===== src/rtl/alu_pkg.sv =====
// Shared ALU definitions: operand/opcode widths, opcode constants and the
// BIST controller state encoding.
package alu_pkg;

  localparam int ALU_W = 4;
  localparam int SEL_W = 3;
  localparam int VEC_W = SEL_W + 2 * ALU_W;

  localparam logic [SEL_W-1:0] OP_ADD = 3'd0;
  localparam logic [SEL_W-1:0] OP_SUB = 3'd1;
  localparam logic [SEL_W-1:0] OP_AND = 3'd2;
  localparam logic [SEL_W-1:0] OP_OR  = 3'd3;
  localparam logic [SEL_W-1:0] OP_XOR = 3'd4;
  localparam logic [SEL_W-1:0] OP_NOT = 3'd5;
  localparam logic [SEL_W-1:0] OP_INC = 3'd6;
  localparam logic [SEL_W-1:0] OP_DEC = 3'd7;

  typedef enum logic [1:0] {
    ST_IDLE  = 2'd0,
    ST_APPLY = 2'd1,
    ST_CHECK = 2'd2,
    ST_DONE  = 2'd3
  } bist_state_e;

endpackage


===== src/rtl/alu_ref_model.sv =====
// Combinational golden model of the 4-bit ALU: (a, b, sel) -> (result, carry, zero).
module alu_ref_model
  import alu_pkg::*;
(
  input  logic [ALU_W-1:0] a,
  input  logic [ALU_W-1:0] b,
  input  logic [SEL_W-1:0] sel,
  output logic [ALU_W-1:0] result,
  output logic             carry,
  output logic             zero
);

  logic [ALU_W:0] sum;
  logic [ALU_W:0] diff;

  always_comb begin
    sum    = '0;
    diff   = '0;
    result = '0;
    carry  = 1'b0;
    case (sel)
      OP_ADD: begin
        sum    = {1'b0, a} + {1'b0, b};
        result = sum[ALU_W-1:0];
        carry  = sum[ALU_W];
      end
      OP_SUB: begin
        diff   = {1'b0, a} - {1'b0, b};
        result = diff[ALU_W-1:0];
        carry  = (a < b);
      end
      OP_AND: result = a & b;
      OP_OR:  result = a | b;
      OP_XOR: result = a ^ b;
      OP_NOT: result = ~a;
      OP_INC: begin
        sum    = {1'b0, a} + {{ALU_W{1'b0}}, 1'b1};
        result = sum[ALU_W-1:0];
        carry  = sum[ALU_W];
      end
      OP_DEC: begin
        result = a - {{(ALU_W-1){1'b0}}, 1'b1};
        carry  = (a == '0);
      end
      default: result = '0;
    endcase
    zero = (result == '0);
  end

endmodule


===== src/rtl/alu_bist_ctrl.sv =====
// Built-in self test controller that sweeps all {sel, A, B} vectors into the ALU.
// Optional macro ALU_BIST_FAIL_CAPTURE_EN adds first-failure capture ports.
module alu_bist_ctrl
  import alu_pkg::*;
#(
  parameter int ERR_CNT_W = 12
) (
  input  logic                 clk,
  input  logic                 rst_n,
  input  logic                 start,
  input  logic                 abort,
  output logic [ALU_W-1:0]     alu_a,
  output logic [ALU_W-1:0]     alu_b,
  output logic [SEL_W-1:0]     alu_sel,
  input  logic [ALU_W-1:0]     alu_result,
  input  logic                 alu_carry,
  input  logic                 alu_zero,
  output logic                 busy,
  output logic                 done,
  output logic                 pass,
  output logic [ERR_CNT_W-1:0] fail_count
`ifdef ALU_BIST_FAIL_CAPTURE_EN
  ,
  output logic                 first_fail_valid,
  output logic [VEC_W-1:0]     first_fail_vec,
  output logic [5:0]           first_fail_obs
`endif
);

  localparam logic [VEC_W-1:0] VEC_LAST = '1;

  function automatic logic [ERR_CNT_W-1:0] sat_inc(input logic [ERR_CNT_W-1:0] x);
    return (&x) ? x : x + 1'b1;
  endfunction

  bist_state_e      state, state_nxt;
  logic [VEC_W-1:0] vec;
  logic             clr_run;
  logic             cmp_en;
  logic             mism;
  logic [ALU_W-1:0] m_result;
  logic             m_carry;
  logic             m_zero;

  alu_ref_model u_ref (
    .a      (vec[2*ALU_W-1:ALU_W]),
    .b      (vec[ALU_W-1:0]),
    .sel    (vec[VEC_W-1:2*ALU_W]),
    .result (m_result),
    .carry  (m_carry),
    .zero   (m_zero)
  );

  assign mism = ({alu_carry, alu_zero, alu_result} != {m_carry, m_zero, m_result});

  always_ff @(posedge clk) begin
    if (!rst_n) state <= ST_IDLE;
    else        state <= state_nxt;
  end

  // Abort has priority over start and over the CHECK compare.
  always_comb begin
    state_nxt = state;
    clr_run   = 1'b0;
    cmp_en    = 1'b0;
    case (state)
      ST_IDLE: begin
        if (start && !abort) begin
          state_nxt = ST_APPLY;
          clr_run   = 1'b1;
        end
      end
      ST_APPLY: state_nxt = abort ? ST_IDLE : ST_CHECK;
      ST_CHECK: begin
        if (abort) begin
          state_nxt = ST_IDLE;
        end else begin
          cmp_en    = 1'b1;
          state_nxt = (vec == VEC_LAST) ? ST_DONE : ST_APPLY;
        end
      end
      ST_DONE: begin
        if (abort) begin
          state_nxt = ST_IDLE;
        end else if (start) begin
          state_nxt = ST_APPLY;
          clr_run   = 1'b1;
        end
      end
      default: state_nxt = ST_IDLE;
    endcase
  end

  always_ff @(posedge clk) begin
    if (!rst_n || clr_run) begin
      vec        <= '0;
      fail_count <= '0;
    end else if (cmp_en) begin
      if (vec != VEC_LAST) vec <= vec + 1'b1;
      if (mism) fail_count <= sat_inc(fail_count);
    end
  end

`ifdef ALU_BIST_FAIL_CAPTURE_EN
  always_ff @(posedge clk) begin
    if (!rst_n || clr_run) begin
      first_fail_valid <= 1'b0;
      first_fail_vec   <= '0;
      first_fail_obs   <= '0;
    end else if (cmp_en && mism && !first_fail_valid) begin
      first_fail_valid <= 1'b1;
      first_fail_vec   <= vec;
      first_fail_obs   <= {alu_carry, alu_zero, alu_result};
    end
  end
`endif

  assign alu_sel = vec[VEC_W-1:2*ALU_W];
  assign alu_a   = vec[2*ALU_W-1:ALU_W];
  assign alu_b   = vec[ALU_W-1:0];
  assign busy    = (state == ST_APPLY) || (state == ST_CHECK);
  assign done    = (state == ST_DONE);
  assign pass    = done && (fail_count == '0);

endmodule


===== config.mk =====
export PLATFORM = sky130hd
export DESIGN_NAME = alu_bist_ctrl
export DESIGN_NICKNAME = d
export VERILOG_FILES = /design/src/rtl/alu_pkg.sv /design/src/rtl/alu_ref_model.sv /design/src/rtl/alu_bist_ctrl.sv
export SDC_FILE = /design/constraint.sdc
export NUM_CORES = 1
export LEC_CHECK = 0
export CAP_MARGIN = 20
export CORE_ASPECT_RATIO = 1.75
export CORE_MARGIN = 5
export CORE_UTILIZATION = 45
export CTS_CLUSTER_SIZE = 14
export DETAILED_ROUTE_END_ITERATION = 6
export PLACE_DENSITY = 0.68
export SLEW_MARGIN = 20
export SYNTH_ARGS = -nofsm -noshare
export SYNTH_HDL_FRONTEND = slang
export SYNTH_SLANG_ARGS = --single-unit

===== constraint.sdc =====
create_clock -name clk -period 3.3 [get_ports clk]
set_input_delay 0.66 -clock clk [delete_from_list [all_inputs] [get_ports clk]]
set_output_delay 0.66 -clock clk [all_outputs]
set_load 0.01 [all_outputs]

### Yosys cells after proc, flatten, opt, wreduce, memory -nomap -nowiden

Cells that the tools add are included.

| storage, ports and cells | value |
|---|---|
| bits in registers | 25 |
| logic and storage cells | 60 |
| input bits | 10 |

| cells by class | value |
|---|---|
| add/sub/neg operators | 6 |
| order comparisons | 1 |
| bitwise gates (word level) | 5 |
| multiplexer cells | 15 |
| reductions and logical operators | 15 |
| equality and inequality tests | 15 |

Operator list:

| operator | number |
|---|---|
| one-hot mux 4 bit (8 select lines) | 1 |
| adder 12 x 1 -> 12 bit, second input constant | 1 |
| equality test 3 bit, second input constant | 4 |
| zero test 12 bit | 1 |
| two-way mux 2 bit | 6 |
| AND reduction 12 bit | 1 |
| adder 11 x 1 -> 11 bit, second input constant | 1 |
| equality test 11 bit, second input constant | 1 |
| != test 11 bit, second input constant | 1 |
| zero test 4 bit | 2 |
| one-hot mux 2 bit (4 select lines) | 1 |
| equality test 3 x 2 -> 1 bit, second input constant | 2 |
| != test 6 bit | 1 |
| adder 4 x 1 -> 5 bit, second input constant | 1 |
| adder 4 x 4 -> 5 bit | 1 |
| two-way mux 1 bit | 5 |
| bitwise AND 4 bit | 1 |
| equality test 2 bit, second input constant | 2 |
| less-than comparator 4 bit | 1 |
| NOT 4 bit | 1 |
| OR 4 bit | 1 |
| one-hot mux 1 bit (4 select lines) | 1 |
| AND reduction 2 bit | 2 |
| subtractor 4 x 1 -> 4 bit, second input constant | 1 |
| 14 further kinds | 17 |

### Depth between registers and ports, before layout

Gate-level depths: netlist of the first run.

| logic depth | value |
|---|---|
| word-level depth | 5 |
| depth in mapped cells | 13 |
| gate-level depth less buffers | 12 |

### By module

A second synthesis of the first run with hierarchy kept.

| second synthesis, totals | value |
|---|---|
| cell total of the unflattened synthesis | 275 |
| area total of the unflattened synthesis | 2249.7 um^2 |

Modules (own cells, without submodules):

| module | instances | cells an instance | area an instance (um^2) |
|---|---|---|---|
| alu_bist_ctrl | 1 | 169 | 1446.4 |
| alu_ref_model | 1 | 106 | 803.3 |

### Least setup slack after synthesis of the first run

No wires, ideal clock.

| timing | value |
|---|---|
| path type | register to register |
| start point | register vec[4] |
| end point | register fail_count[4] |
| period minus slack after synthesis | 2.989 ns |
| stages on the path, launching flop included | 14 |
| data required time | 3.182 ns |
| setup time | 0.118 ns |
| setup slack | 0.311 ns |
| data arrival time | 2.871 ns |
| cells stage by stage | dfxtp_1 -> inv_1 -> ha_1 -> inv_1 -> fa_1 -> nor2b_1 -> o311a_1 -> o41ai_1 -> and3_1 -> o221ai_1 -> or2_1 -> buf_6 -> o2111a_1 -> mux2i_1 |

| between the ends | value |
|---|---|
| word-level cells in the longest chain between the ends | 5 |

Ends and longest elaborated chain:

| what | RTL line | text |
|---|---|---|
| start: declaration | alu_bist_ctrl.sv:37 | `logic [VEC_W-1:0] vec;` |
| start signal: assignment | alu_bist_ctrl.sv:99 | `if (vec != VEC_LAST) vec <= vec + 1'b1;` |
| subtractor 4 x 1 -> 4 bit, or another cell as far along | alu_ref_model.sv:42 | `result = a - {{(ALU_W-1){1'b0}}, 1'b1};` |
| one-hot mux 4 bit (8 select lines) | alu_ref_model.sv:21 | `case (sel)` |
| zero test 4 bit | alu_ref_model.sv:47 | `zero = (result == '0);` |
| != test 6 bit * | alu_bist_ctrl.sv:54 | `assign mism = ({alu_carry, alu_zero, alu_result} != {m_carry, m_zero, m_result});` |
| AND reduction 3 bit (no source line) * | - |  |
| end signal: assignment | alu_bist_ctrl.sv:100 | `if (mism) fail_count <= sat_inc(fail_count);` |
| end: declaration | alu_bist_ctrl.sv:21 | `output logic [ERR_CNT_W-1:0] fail_count` |

Every way passes the cells marked *; elsewhere a longest branch is shown, timed or not.
A chain may end at the register's enable or synchronous reset.

### Worst setup path in the final report of the first run

| timing | value |
|---|---|
| start point | register vec[9] |
| end point | register fail_count[4] |

| between the ends | value |
|---|---|
| word-level cells in the longest chain between the ends | 5 |

Ends and longest elaborated chain:

| what | RTL line |
|---|---|
| equality test 3 bit, or another cell as far along | alu_ref_model.sv:21 |
| one-hot mux 4 bit (8 select lines) | alu_ref_model.sv:21 |
| zero test 4 bit | alu_ref_model.sv:47 |
| != test 6 bit * | alu_bist_ctrl.sv:54 |
| AND reduction 3 bit (no source line) * | - |

Marked as above.

==> impl_metrics.toml, run 1 <==
[timing]
slew_viol_final = 0
timing.fmax_mhz = 324.7
timing.slew.headroom_pct = 62.77
fin_setup_tns_ns = 0
setup_slack_ns = 0.2206
worstMarginPinSlew_ns = 0.5577
finalCritPeriodShare_pct = 93.32
rsz0062_at_grt = "no"
fin_skew_ns = 0.001737
period_needed_ns = 3.079
setup_viol = 0
hold_viol = 0

[logic_synthesis]
synth-edff-count = 0
synth_common_cells = "nand2_1 (31), ha_1 (26), dfxtp_1 (25), nor2_1 (20), inv_1 (19)"
yosysUniqueCellTypes = 66
synth.most_common_cell = "nand2_1"
synth_top_area_share_pct = 20.42
netlist.top_cell.by_area = "dfxtp_1"
synthFlopType = "dfxtp_1"
synth.net_count = 334
synth_area_leaders = "dfxtp_1 (20%), ha_1 (13%), mux2i_1 (5.3%), nand2_1 (4.7%), xnor2_1 (4.6%)"
syn_inst = 296
ys_ff_latch = 25
synth_seq_area_share_pct = 20.42
syn_avg_cell_area_um2 = 8.281
async_flop_share_pct = 0
synth_area_mm2 = 0.002451
yosys_warnings = 0

[layout]
n_fill_cell = 516
syn2layout_area_growth_pct = 21.59
final_nets = 376
multi_input_area_mm2 = 0.001800
n_antenna_cell = 0
drive_above_1_share_pct = 8.902
area.sequential_um2 = 500.5
fin_cells = 411

[detailed_routing]
antenna_left = 0
drt_iter0_markers = 101
drt_first_pass_iters = 4
via_per_inst = 5.645
routedWlPerCell_um = 15.60
wl_um = 6413
drcViolationCount = 0
vias = 2320

[die]
pin_count = 36
initial_utilization_pct = 46.26
die_w_um = 65.79
dieArea_mm2 = 0.007081
rows = 35
die_height_um = 107.6
core_mm2 = 0.005299

[critical_path]
path_cells = "inv_1, ha_1, or3_1, nor2_1, buf_4, a221oi_1, o22ai_2, nor3_1, a41oi_4, o2111a_1, mux2i_1"
reg2reg_from = "vec[9]"
rrSetupSlack_ns = 0.22
critical_path_buf_inv_count = 2
critPathRequiredTime_ns = 3.50
critPathTopFamily = "compound AO/OA/AOI/OAI gates"
worstPathArrival_ns = 3.28
endpoint_kind = "register"
start_kind = "register"
critPathSlowestCell = "dfxtp_1"
crit_fanout = 10
critPathLaunch = "vec[9]"
cpPeakStageDelay_ns = 0.52
path_class = "register to register"

[clock_network]
cts_buffer_depth = 2
insertion_delay_ns = 0.26
clkTransAtPathRegs_ns = 0.08
post_cts_resized = 0
cts.root.buffer_cell = "clkbuf_8"
cts.sinks = 25
post_cts_buffers = 0
cts_tree = "done"
htreeDepth = 1
hold_buffers = 0
cts_buffers = 3

[global_routing]
grt_pass1_vias = 2317
antenna_found_initial = 0
busiest_layer = "met2"
grt_pass1_wl_um = 10780
grt_util_met2_pct = 35.75
grt_max_degree = 25
track_usage_pct = 18.81
grt_overflow_total = 0
gr-usage-met1_pct = 20.58
use_met3_pct = 1.776

[power]
leakage_nw = 1.165
total_power_mw = 0.5549
peakVddDrop_uv = 167.2
power_density_mw_per_mm2 = 186.2

[place]
finalWeightedCongestion = 0.8602
dpl.cell_count = 407
dp_slack_ns = 0.2258
io_buffers = 35
dp_hpwl_um = 5103

[outcome]
status = "finished, final reports clean"

[flow_run]
maxCapViolCount = 0

[hold_path]
worstHoldPathType = "register to register"
hold_path_startpoint = "fail_count[9]"
-- final cells by class --
cell class                      count  share of cell area [%]
Clock buffer                        4                   1.511
Tap cell                           74                   3.107
Multi-Input combinational cell    238                   60.41
Timing Repair Buffer               51                   15.79
Sequential cell                    25                   16.79
Inverter                           19                   2.393
-- logic make-up (layout without fill, tap and decap cells) --
kind of cell	count (synthesis)	after routing	synth area share, %
muxes	14	14	5.768
adders and majority gates	28	28	14.91
xor gates and xnor gates	15	15	5.360
and+or+nand+nor	114	114	24.86
AOI/OAI and AO/OA	67	67	22.26
DFF	25	25	20.42
buffers and inverters	33	74	6.432
-- placed cells by master (no fill, tap or decap), drive strengths merged, types with 3 or more instances in the layout --
master	count
nor3	8
clkbuf	4
buf	16
nor2	20
ha	26
o22ai	4
nand2b	11
o21ai	6
xnor2	13
inv	19
a21o	3
nor4bb	3
nand3	3
and3	7
a211oi	4
o211ai	5
mux2i	13
nand4	5
nand2	31
a41oi	3
clkdlybuf4s50	35
o2111ai	4
dfxtp	25
a21oi	13
nor2b	7
-- flip-flops by register name (all words and copies together) (netlist names) --
| name | flops |
|---|---|
| fail_count | 12 |
| state | 2 |
| vec | 11 |
-- routing by layer --
| layer | share of wire, % | up-vias |
|---|---|---|
| li1 | - | 1159 |
| met1 | 38 | 1101 |
| met2 | 56 | 46 |
| met3 | 2.7 | 14 |
| met4 | 3.2 | 0 |
| met5 | 0 | - |
-- final timing paths --
check | end | depth (start not counted)
setup / recovery | fail_count[4] | 11
hold / removal | fail_count[9] | 2
setup reg to reg | fail_count[4] | 11
hold reg to reg | fail_count[9] | 2
-- through the flow --
stage | instance area, um^2 | utilization (%) | hold slack (ns)
global route | 2980 | 56.25 | 0.5328
detailed placement | 2928 | 55.25 | 0.4892
floorplan | 2451 | - | 0.4861
CTS | 2973 | 56.10 | 0.5086
finish | 2980 | 56.25 | 0.5003
global placement | 2928 | 55.25 | 0.4829
-- worst register-to-register path: stages, from the launching register on --
cell and delay, ns:
dfxtp_1 0.52, inv_1 0.17, ha_1 0.25, or3_1 0.42
nor2_1 0.24, buf_4 0.18, a221oi_1 0.09, o22ai_2 0.24
nor3_1 0.12, a41oi_4 0.34, o2111a_1 0.27, mux2i_1 0.17
-- power breakdown --
group / switching (mW) / total, mW / internal, mW
combinational: 0.0392 / 0.0731 / 0.0339
clock: 0.0889 / 0.175 / 0.0861
sequential: 0.00317 / 0.307 / 0.304
Note: power is estimated with default switching activity, not from simulation.
==> inputs of run 2 (changes only) <==
Settings changed: GPL_ROUTABILITY_DRIVEN set to 0.
==> results of run 2 <==
The final DEF is identical to that of run 1; final timing and power are the same.
